==> config.mk <==
export PLATFORM = sky130hd
export DESIGN_NAME = dcm_prog_ctrl
export DESIGN_NICKNAME = d
export VERILOG_FILES = /design/src/rtl/dcm_prog_ctrl.sv
export SDC_FILE = /design/constraint.sdc
export NUM_CORES = 1
export LEC_CHECK = 0
export ABC_AREA = 1
export BUFFER_PORTS_ARGS = -buffer_cell sky130_fd_sc_hd__buf_2
export CAP_MARGIN = 20
export CORE_UTILIZATION = 30
export CTS_CLUSTER_DIAMETER = 120
export DETAILED_ROUTE_END_ITERATION = 6
export HOLD_SLACK_MARGIN = 0.15
export PLACE_DENSITY = 0.56
export SYNTH_ARGS = -nofsm -noshare
export SYNTH_HDL_FRONTEND = slang
export SYNTH_SLANG_ARGS = --single-unit
==> constraint.sdc <==
create_clock -name clk -period 2.6 [get_ports clk]
set_clock_uncertainty 0.15 [all_clocks]
set_input_delay 0.13 -clock clk [delete_from_list [all_inputs] [get_ports clk]]
set_output_delay 0.13 -clock clk [all_outputs]
set_load 0.01 [all_outputs]
==> src/rtl/dcm_prog_ctrl.sv <==
// Reprogramming sequencer for the dcm clk_2 divider select: debounced up/down buttons
// and a direct-load port become single update/prog_in transactions confirmed by prog_out.
module dcm_prog_ctrl #(
    parameter int DEBOUNCE_CYCLES = 4,
    parameter int TIMEOUT_CYCLES  = 16
) (
    input  logic       clk,
    input  logic       rst,
    input  logic       btn_up,
    input  logic       btn_down,
    input  logic       load_req,
    input  logic [2:0] load_val,
    input  logic [2:0] dcm_prog_out,
    output logic       update,
    output logic [2:0] prog_in,
    output logic [2:0] cur_mode,
    output logic       busy,
    output logic       err
);

    localparam int DB_W = $clog2(DEBOUNCE_CYCLES) + 1;
    localparam int TO_W = (TIMEOUT_CYCLES > 2) ? $clog2(TIMEOUT_CYCLES) : 1;
    localparam logic [DB_W-1:0] DB_LAST = DB_W'(DEBOUNCE_CYCLES - 1);
    localparam logic [TO_W-1:0] TO_LAST = TO_W'(TIMEOUT_CYCLES - 1);

    typedef enum logic [1:0] {
        IDLE,
        ISSUE,
        WAIT_ACK
    } state_t;

    state_t state, state_nxt;

    // Bit 0 is the up button, bit 1 the down button.
    logic [1:0]           btn_raw;
    logic [1:0]           sync1, sync2;
    logic [1:0]           deb, deb_d;
    logic [1:0][DB_W-1:0] db_cnt;
    logic [1:0]           press;
    logic                 up_evt, down_evt;

    logic       tgt_valid;
    logic [2:0] tgt;
    logic       start;
    logic       ack;
    logic       timeout;
    logic [TO_W-1:0] to_cnt;

    assign btn_raw = {btn_down, btn_up};

    // NOTE: sequential state uses non-blocking assignments so every flop samples
    // pre-edge values regardless of statement order.
    always_ff @(posedge clk or posedge rst) begin
        if (rst) begin
            sync1  <= '0;
            sync2  <= '0;
            deb    <= '0;
            deb_d  <= '0;
            db_cnt <= '0;
        end else begin
            sync1 <= btn_raw;
            sync2 <= sync1;
            deb_d <= deb;
            for (int i = 0; i < 2; i++) begin
                // Level flips only after DEBOUNCE_CYCLES consecutive differing samples.
                if (sync2[i] == deb[i]) begin
                    db_cnt[i] <= '0;
                end else if (db_cnt[i] == DB_LAST) begin
                    deb[i]    <= sync2[i];
                    db_cnt[i] <= '0;
                end else begin
                    db_cnt[i] <= db_cnt[i] + 1'b1;
                end
            end
        end
    end

    assign press    = deb & ~deb_d;
    assign up_evt   = press[0];
    assign down_evt = press[1];

    // NOTE: every combinational output gets a default first so no path infers a latch.
    always_comb begin
        tgt_valid = 1'b0;
        tgt       = cur_mode;
        if (load_req) begin
            tgt_valid = 1'b1;
            tgt       = load_val;
        end else if (up_evt && !down_evt) begin
            tgt_valid = 1'b1;
            tgt       = (cur_mode == 3'd0) ? 3'd0 : cur_mode - 3'd1;
        end else if (down_evt && !up_evt) begin
            tgt_valid = 1'b1;
            tgt       = (cur_mode == 3'd7) ? 3'd7 : cur_mode + 3'd1;
        end
    end

    assign start   = tgt_valid && (tgt != cur_mode);
    assign ack     = (dcm_prog_out == prog_in);
    assign timeout = (to_cnt == TO_LAST);

    always_ff @(posedge clk or posedge rst) begin
        if (rst) begin
            state <= IDLE;
        end else begin
            state <= state_nxt;
        end
    end

    always_comb begin
        state_nxt = state;
        case (state)
            IDLE:     if (start) state_nxt = ISSUE;
            ISSUE:    state_nxt = WAIT_ACK;
            WAIT_ACK: if (ack || timeout) state_nxt = IDLE;
            default:  state_nxt = IDLE;
        endcase
    end

    always_ff @(posedge clk or posedge rst) begin
        if (rst) begin
            update   <= 1'b0;
            prog_in  <= 3'd0;
            cur_mode <= 3'd0;
            err      <= 1'b0;
            to_cnt   <= '0;
        end else begin
            // Registered so the pulse covers exactly the ISSUE cycle.
            update <= (state_nxt == ISSUE);
            case (state)
                IDLE: begin
                    if (start) prog_in <= tgt;
                end
                ISSUE: begin
                    to_cnt <= '0;
                end
                WAIT_ACK: begin
                    to_cnt <= to_cnt + 1'b1;
                    if (ack) begin
                        cur_mode <= prog_in;
                        err      <= 1'b0;
                    end else if (timeout) begin
                        err <= 1'b1;
                    end
                end
                default: ;
            endcase
        end
    end

    assign busy = (state != IDLE);

endmodule

# After elaboration in Yosys (flattened, before gate mapping)
# Index checks and enable logic that the tools add are counted.
[totals]
ff_bits = 28
input_bits = 11
elab_cells = 67
[classes]
bitwise = 4
eq_ne = 11
add_sub_neg = 5
n_reduce_logical = 16
n_mux = 18
[op_table]
columns = ["op", "count"]
rows = [
  ["$mux W3", 9],
  ["$reduce_and A2 Y1", 5],
  ["$add A3 B1 Y3 const B", 3],
  ["$pmux W4 S2", 1],
  ["$eq A3 B2 Y1 const B", 2],
  ["$pmux W2 S3", 1],
  ["$reduce_bool A2 Y1", 3],
  ["$mux W1", 5],
  ["$add A4 B1 Y4 const B", 1],
  ["$eq A2 B1 Y1 const B", 2],
  ["$eq A4 B4 Y1 const B", 1],
  ["$mux W2", 2],
  ["$eq A3 B3 Y1", 1],
  ["$eq A3 B3 Y1 const B", 1],
  ["$logic_and A1 B1 Y1", 3],
  ["$logic_not A3 Y1", 1],
  ["$ne A3 B3 Y1", 1],
  ["$sub A3 B1 Y3 const B", 1],
  ["$and A2 B2 Y2", 1],
  ["$eq A1 B1 Y1", 2],
  ["$eq A2 B2 Y1 const B", 1],
  ["$logic_not A1 Y1", 2],
  ["$logic_not A2 Y1", 1],
  ["$not A1 Y1", 2],
  ["2 further kinds", 2],
]

# Longest topological paths before layout
[logic_depth]
depth_word = 12
mapped_depth = 17
ltp_nobuf = 17

# Worst setup path after synthesis
# OpenSTA, ideal clock, no wires.
[synth_timing]
path_type = "reg2reg"
start = "register cur_mode[0]"
end = "register update"
t_arrival_ns = 1.687
setup_slack_ns = 0.638
required_time_ns = 2.324
path_stages_with_launch = 16
path_cell_list = "dfrtp_1 > inv_2 > ha_1 > ha_1 > nor2_1 > nor2_1 > nor2_1 > nand2_2 > nand3_1 > nand2_1 > nor2_2 > nand2_2 > nand2_4 > nand2_2 > nand2_2 > nor2_2"
[synth_between]
elab_chain_len = 10
elab_cells_between_ends = 14
classes_between = "add/sub: 2; eq/ne: 3; mux: 7; reduce/logical: 2"
[synth_lines]
columns = ["item", "line_no", "rtl"]
rows = [
  ["start: declaration", "16", "output logic [2:0] cur_mode,"],
  ["start signal: assignment", "140", "cur_mode <= prog_in;"],
  ["$add A3 B1 Y3 or $eq A3 B3 Y1 (tied branches)", "94", "tgt = (cur_mode == 3'd7) ? 3'd7 : cur_mode + 3'd1;"],
  ["$mux W3", "94", ""],
  ["$mux W3", "92", "end else if (down_evt && !up_evt) begin"],
  ["$mux W3", "89", "end else if (up_evt && !down_evt) begin"],
  ["$mux W3", "86", "if (load_req) begin"],
  ["$ne A3 B3 Y1 *", "98", "assign start = tgt_valid && (tgt != cur_mode);"],
  ["$logic_and A1 B1 Y1 *", "98", ""],
  ["$mux W2 *", "113", "IDLE: if (start) state_nxt = ISSUE;"],
  ["$pmux W2 S3 *", "112", "case (state)"],
  ["$eq A2 B1 Y1 *", "129", "update <= (state_nxt == ISSUE);"],
  ["end signal: assignment", "129", ""],
  ["end: declaration", "14", "output logic update,"],
]
# Every way passes the cells marked *; elsewhere a longest branch is shown, timed or not.
# A chain may end at the register's enable or synchronous reset.

# Worst setup path after layout
# Same ends and word-level chain as after synthesis.

==> results.txt <==
- Slew at the pin with the worst max-slew slack: 0.404 ns
- Die span in x: 71.3 um
* Total clock sinks: 28
- The detailed router placed 1058 vias in this run.
- Setup violations remaining at the end of the flow were counted as 0.
* Half-perimeter wire length of the detailed placement result: 1970 um
- In the global route stage, overall resource usage came out at 11.4%.
* CTS clk-pin slew, worst paths: 0.09 ns
- Before CTS, the worst setup slack after placement is 0.496 ns.
- Summing the areas of all fa, ha and maj instances in the mapped netlist gives 10.4% of the synthesized area.
- For this run, design rule violations remaining after detail routing come to 3.
* Most instantiated cells after synthesis: 35 x sky130_fd_sc_hd__nand2_1, 28 x sky130_fd_sc_hd__dfrtp_1, 21 x sky130_fd_sc_hd__inv_1
- In this run the vertical extent of the chip is 71.3 um.
- In this run, the number of DRC markers left after iteration 0 of detailed routing was 52.
* Number of vias per cell after detailed routing: 4.32
- Post-placement cell count: 236
- Static Leakage: 0.888 nW
* Max transition margin: 73.0%
- The via count of the first global-routing pass was 998.
- Syn nets: 187
- At the worst endpoint, the required time is 2.60 ns.
- Global-route wire length before repair: 4530 um
- Register-to-register setup slack: 0.49 ns
* Unrepaired setup endpoints after global routing: false
- The routed design could run at a clock period as short as 2.11 ns.
* Chain of cells forming the critical path: inv_2 > ha_1 > inv_1 > ha_1 > nor2_1 > nor2_1 > nand2_1 > nand2_1 > nand2_1 > nand2_1 > nor2_2 > nand2_2 > nand2_4 > nand2_2 > nand2_2 > nor2_2
- In this run switching power makes up 43.2% of total power.
- The synthesized design contains 28 register bits.
* Dominant combinational cell family by area after synthesis: simple AND/OR/NAND/NOR gates
- Setup TNS: 0 ns
* Setup Buffers After CTS: 0
* Slowest cell on the critical path: sky130_fd_sc_hd__dfrtp_1
- Max-cap check violation count: 0
- Leading area contributor after synthesis: sky130_fd_sc_hd__dfrtp_1
* Result of the run: finished, violations left
- Crit path max fanout: 6
* Initial antenna violation count: 0
- Number of I/O port buffers: 19
- Boundary Pins: 20
* Final std cell area, no fill: 0.00171 mm2
- The analysis attributes to net switching a power of 808 uW.
- Wire length per cell after detailed routing: 10.8 um
- Highest clock rate: 0.474 GHz
* Clk Latency, worst-skew pair: 0.27 ns
- Once the floorplan was initialized, standard cells occupied 32.2% of the core.
- In this run the core area contains 24 standard-cell rows.
- The design draws 1.87 mW.
- IR analysis of the VDD net gives a maximum drop of 0.000384 V.
- At the end of the flow, the number of nets in the layout was 218.
- For the worst setup path, the data arrival time is 2.12 ns.
- Antenna diode instance count: 0
- After detailed placement, the total cell area comes to 0.00161 mm2.
- After the flow finishes, the layout carries non-filler instances totaling 245.
* Most frequent cell on the critical path: sky130_fd_sc_hd__nand2_1
- Pwr Density: 1090 mW/mm2
- Synthesis produced 164 cells.
- By instance count, the leading cell after synthesis is sky130_fd_sc_hd__nand2_1.
- The synthesized design devotes to its leading area cell type 48.6% of total area.
* Area overhead of the layout relative to synthesis: 18.7%
- Fraction of final layout cells sized beyond drive strength 1: 19.2%
* Post-synth EDFFs: 0
- Floorplan core area: 0.00447 mm2
- Pint: 1.06 mW
* Failing checks: design-rule violations
- Post-Synth Simple-Gate Area: 24.5%
- Entering global routing, the biggest net connects 29 pins.
- Buffering stage count on the worst path with inverters included: 2
- Of all flip-flops after synthesis, the portion carrying an async set or reset was 100%.
- Root Buffer Master: sky130_fd_sc_hd__clkbuf_8
- The largest single stage delay on the critical path is 0.46 ns.
* Weighted congestion reported at the end of routability-driven placement: 0.780
- On the critical path the largest part of the delay comes from simple AND/OR/NAND/NOR gates.
* Portion of netlist area occupied by mux cells: 0%
* Total wirelength of the detailed-routed design: 2640 um
- The worst setup path is launched from a flop.
- Full die area: 0.00509 mm2
* CP Class: reg2reg
* Count of endpoints failing hold in the final timing report: 0
* Unique cell type count in the Yosys netlist: 22
- In this run the remaining antenna-violating nets after routing total 0.
- In this run the worst hold path is classified as in2reg.
* Reg power frac: 38.9%
- Post-route setup slack: 0.489 ns
* TritonCTS buffer count: 3
- Critical path capture point type: flop
* Synthesized area per cell: 8.79 um2
- Main flop type after synthesis: sky130_fd_sc_hd__dfrtp_1
- TritonCTS clock tree: yes
- In this run the deepest clock path goes through 2 buffers.
- In this run, the clock network consumes 12.3% of the power.
- Combined area of all synthesized cells: 0.00144 mm2
- H-tree levels: 1
* Combinational Power Share: 48.7%
* Initial DRT Pass Iterations: 6
* Main area contributors after synthesis: sky130_fd_sc_hd__dfrtp_1 49%, sky130_fd_sc_hd__ha_1 10%, sky130_fd_sc_hd__nand2_1 9.1%
- Yosys warning count: 0
* Synthesized-area fraction occupied by ao, oa, aoi and oai cells: 7.47%
- Sequential cell area fraction in the yosys report: 48.6%
* Final-report max-slew violation count: 0
* Share of the clock period used by the worst path: 81.2%
* Gr ovfl total: 0
* Xor/xnor cell area share of the yosys netlist: 3.04%
[kinds of logic (layout without fill, tap and decap cells)]
kind of cell | Yosys count | after routing
buffers and inverters | 23 | 52
flip-flops | 28 | 28
AND/OR/NAND/NOR | 77 | 77
AO/OA/AOI/OAI | 19 | 19
XOR/XNOR | 5 | 5
adder cells (fa/ha/maj) | 12 | 12
[layout by cell type (no fill, tap or decap)]
cell,synthesis,layout
sky130_fd_sc_hd__nor2_1,14,14
sky130_fd_sc_hd__nand3_1,9,9
sky130_fd_sc_hd__buf_2,0,19
sky130_fd_sc_hd__nor3b_1,2,2
sky130_fd_sc_hd__a21oi_1,12,12
sky130_fd_sc_hd__or2_0,1,1
sky130_fd_sc_hd__nand2_1,35,35
sky130_fd_sc_hd__inv_1,21,21
sky130_fd_sc_hd__nor3_1,3,3
sky130_fd_sc_hd__dlygate4sd3_1,0,6
sky130_fd_sc_hd__o21ai_0,5,5
sky130_fd_sc_hd__o21ai_4,1,1
sky130_fd_sc_hd__nor2_2,2,2
sky130_fd_sc_hd__xor2_1,3,3
sky130_fd_sc_hd__nand2_4,1,1
sky130_fd_sc_hd__or2_2,1,1
sky130_fd_sc_hd__clkbuf_8,0,3
sky130_fd_sc_hd__dfrtp_1,28,28
sky130_fd_sc_hd__nand4_1,1,1
sky130_fd_sc_hd__o22ai_1,1,1
sky130_fd_sc_hd__buf_4,0,1
sky130_fd_sc_hd__inv_2,2,2
sky130_fd_sc_hd__nand2_2,7,7
sky130_fd_sc_hd__ha_1,12,12
sky130_fd_sc_hd__nand3b_1,1,1
sky130_fd_sc_hd__xnor2_1,2,2
[worst paths after layout]
kind                              from         end  cells after the start
setup / recovery           cur_mode[0]      update                     16
hold / removal                load_req  prog_in[0]                      5
setup reg to reg           cur_mode[0]      update                     16
hold reg to reg               sync1[1]    sync2[1]                      0
max in group asynchronous          rst   to_cnt[1]                      4
min in group asynchronous          rst    sync2[1]                      4
[area by class of cell]
| cell class | count | area (um2) |
|---|---|---|
| clock buffers | 3 | 41.3 |
| fillers | 449 | 2760 |
| inverters | 23 | 86.3 |
| multi-input cells | 113 | 654 |
| flip-flops and latches | 28 | 701 |
| well taps | 52 | 65.1 |
| repair buffers | 26 | 163 |
[flip-flops by register name (all words and copies together), names as in the netlist]
| name | count |
|---|---|
| sync1 | 2 |
| state | 2 |
| err | 1 |
| prog_in | 3 |
| db_cnt | 6 |
| update | 1 |
| cur_mode | 3 |
| deb_d | 2 |
| to_cnt | 4 |
| deb | 2 |
| sync2 | 2 |
[worst reg2reg max path, cell delays in order (launching register included)]
cell                      delay, ns
sky130_fd_sc_hd__dfrtp_1       0.46
sky130_fd_sc_hd__inv_2         0.12
sky130_fd_sc_hd__ha_1          0.19
sky130_fd_sc_hd__inv_1         0.08
sky130_fd_sc_hd__ha_1          0.18
sky130_fd_sc_hd__nor2_1        0.10
sky130_fd_sc_hd__nor2_1        0.04
sky130_fd_sc_hd__nand2_1       0.07
sky130_fd_sc_hd__nand2_1       0.07
sky130_fd_sc_hd__nand2_1       0.06
sky130_fd_sc_hd__nand2_1       0.05
sky130_fd_sc_hd__nor2_2        0.11
sky130_fd_sc_hd__nand2_2       0.09
sky130_fd_sc_hd__nand2_4       0.08
sky130_fd_sc_hd__nand2_2       0.05
sky130_fd_sc_hd__nand2_2       0.06
sky130_fd_sc_hd__nor2_2        0.03
[per-layer routing]
| metal | share of wire (%) | GRT usage, % | routed length [um] | vias up |
|---|---|---|---|---|
| met5 | 0 | 0 | 0 | - |
| li1 | - | - | - | 574 |
| met3 | 3.7 | 3.52 | 98 | 2 |
| met2 | 44 | 18.7 | 1150 | 18 |
| met4 | 0.53 | 2.00 | 14 | 0 |
| met1 | 52 | 15.2 | 1380 | 464 |
[stage by stage]
step                util, %  hold slack, ns
floorplan                 -          0.0114
global placement       36.0          0.0685
detailed placement     36.0          0.0720
CTS                    38.2           0.189
global route           38.2           0.225
finish                 38.2           0.189
[repair_timing]
item                      CTS  global route
hold buffers                6             0
hold endpoints to repair   33             0
resized for setup           0             0
[power groups by stage]
stage | Combinational (mW) | Sequential (mW) | Clock, mW
6_report | 0.913 | 0.729 | 0.231
5_1_grt | 1.07 | 0.757 | 0.262
4_1_cts | 0.928 | 0.732 | 0.248
3_5_place_dp | 0.918 | 0.741 | 0
3_3_place_gp | 0.917 | 0.742 | 0
2_1_floorplan | 0.676 | 0.738 | 0
(Power assumes the default switching activity.)
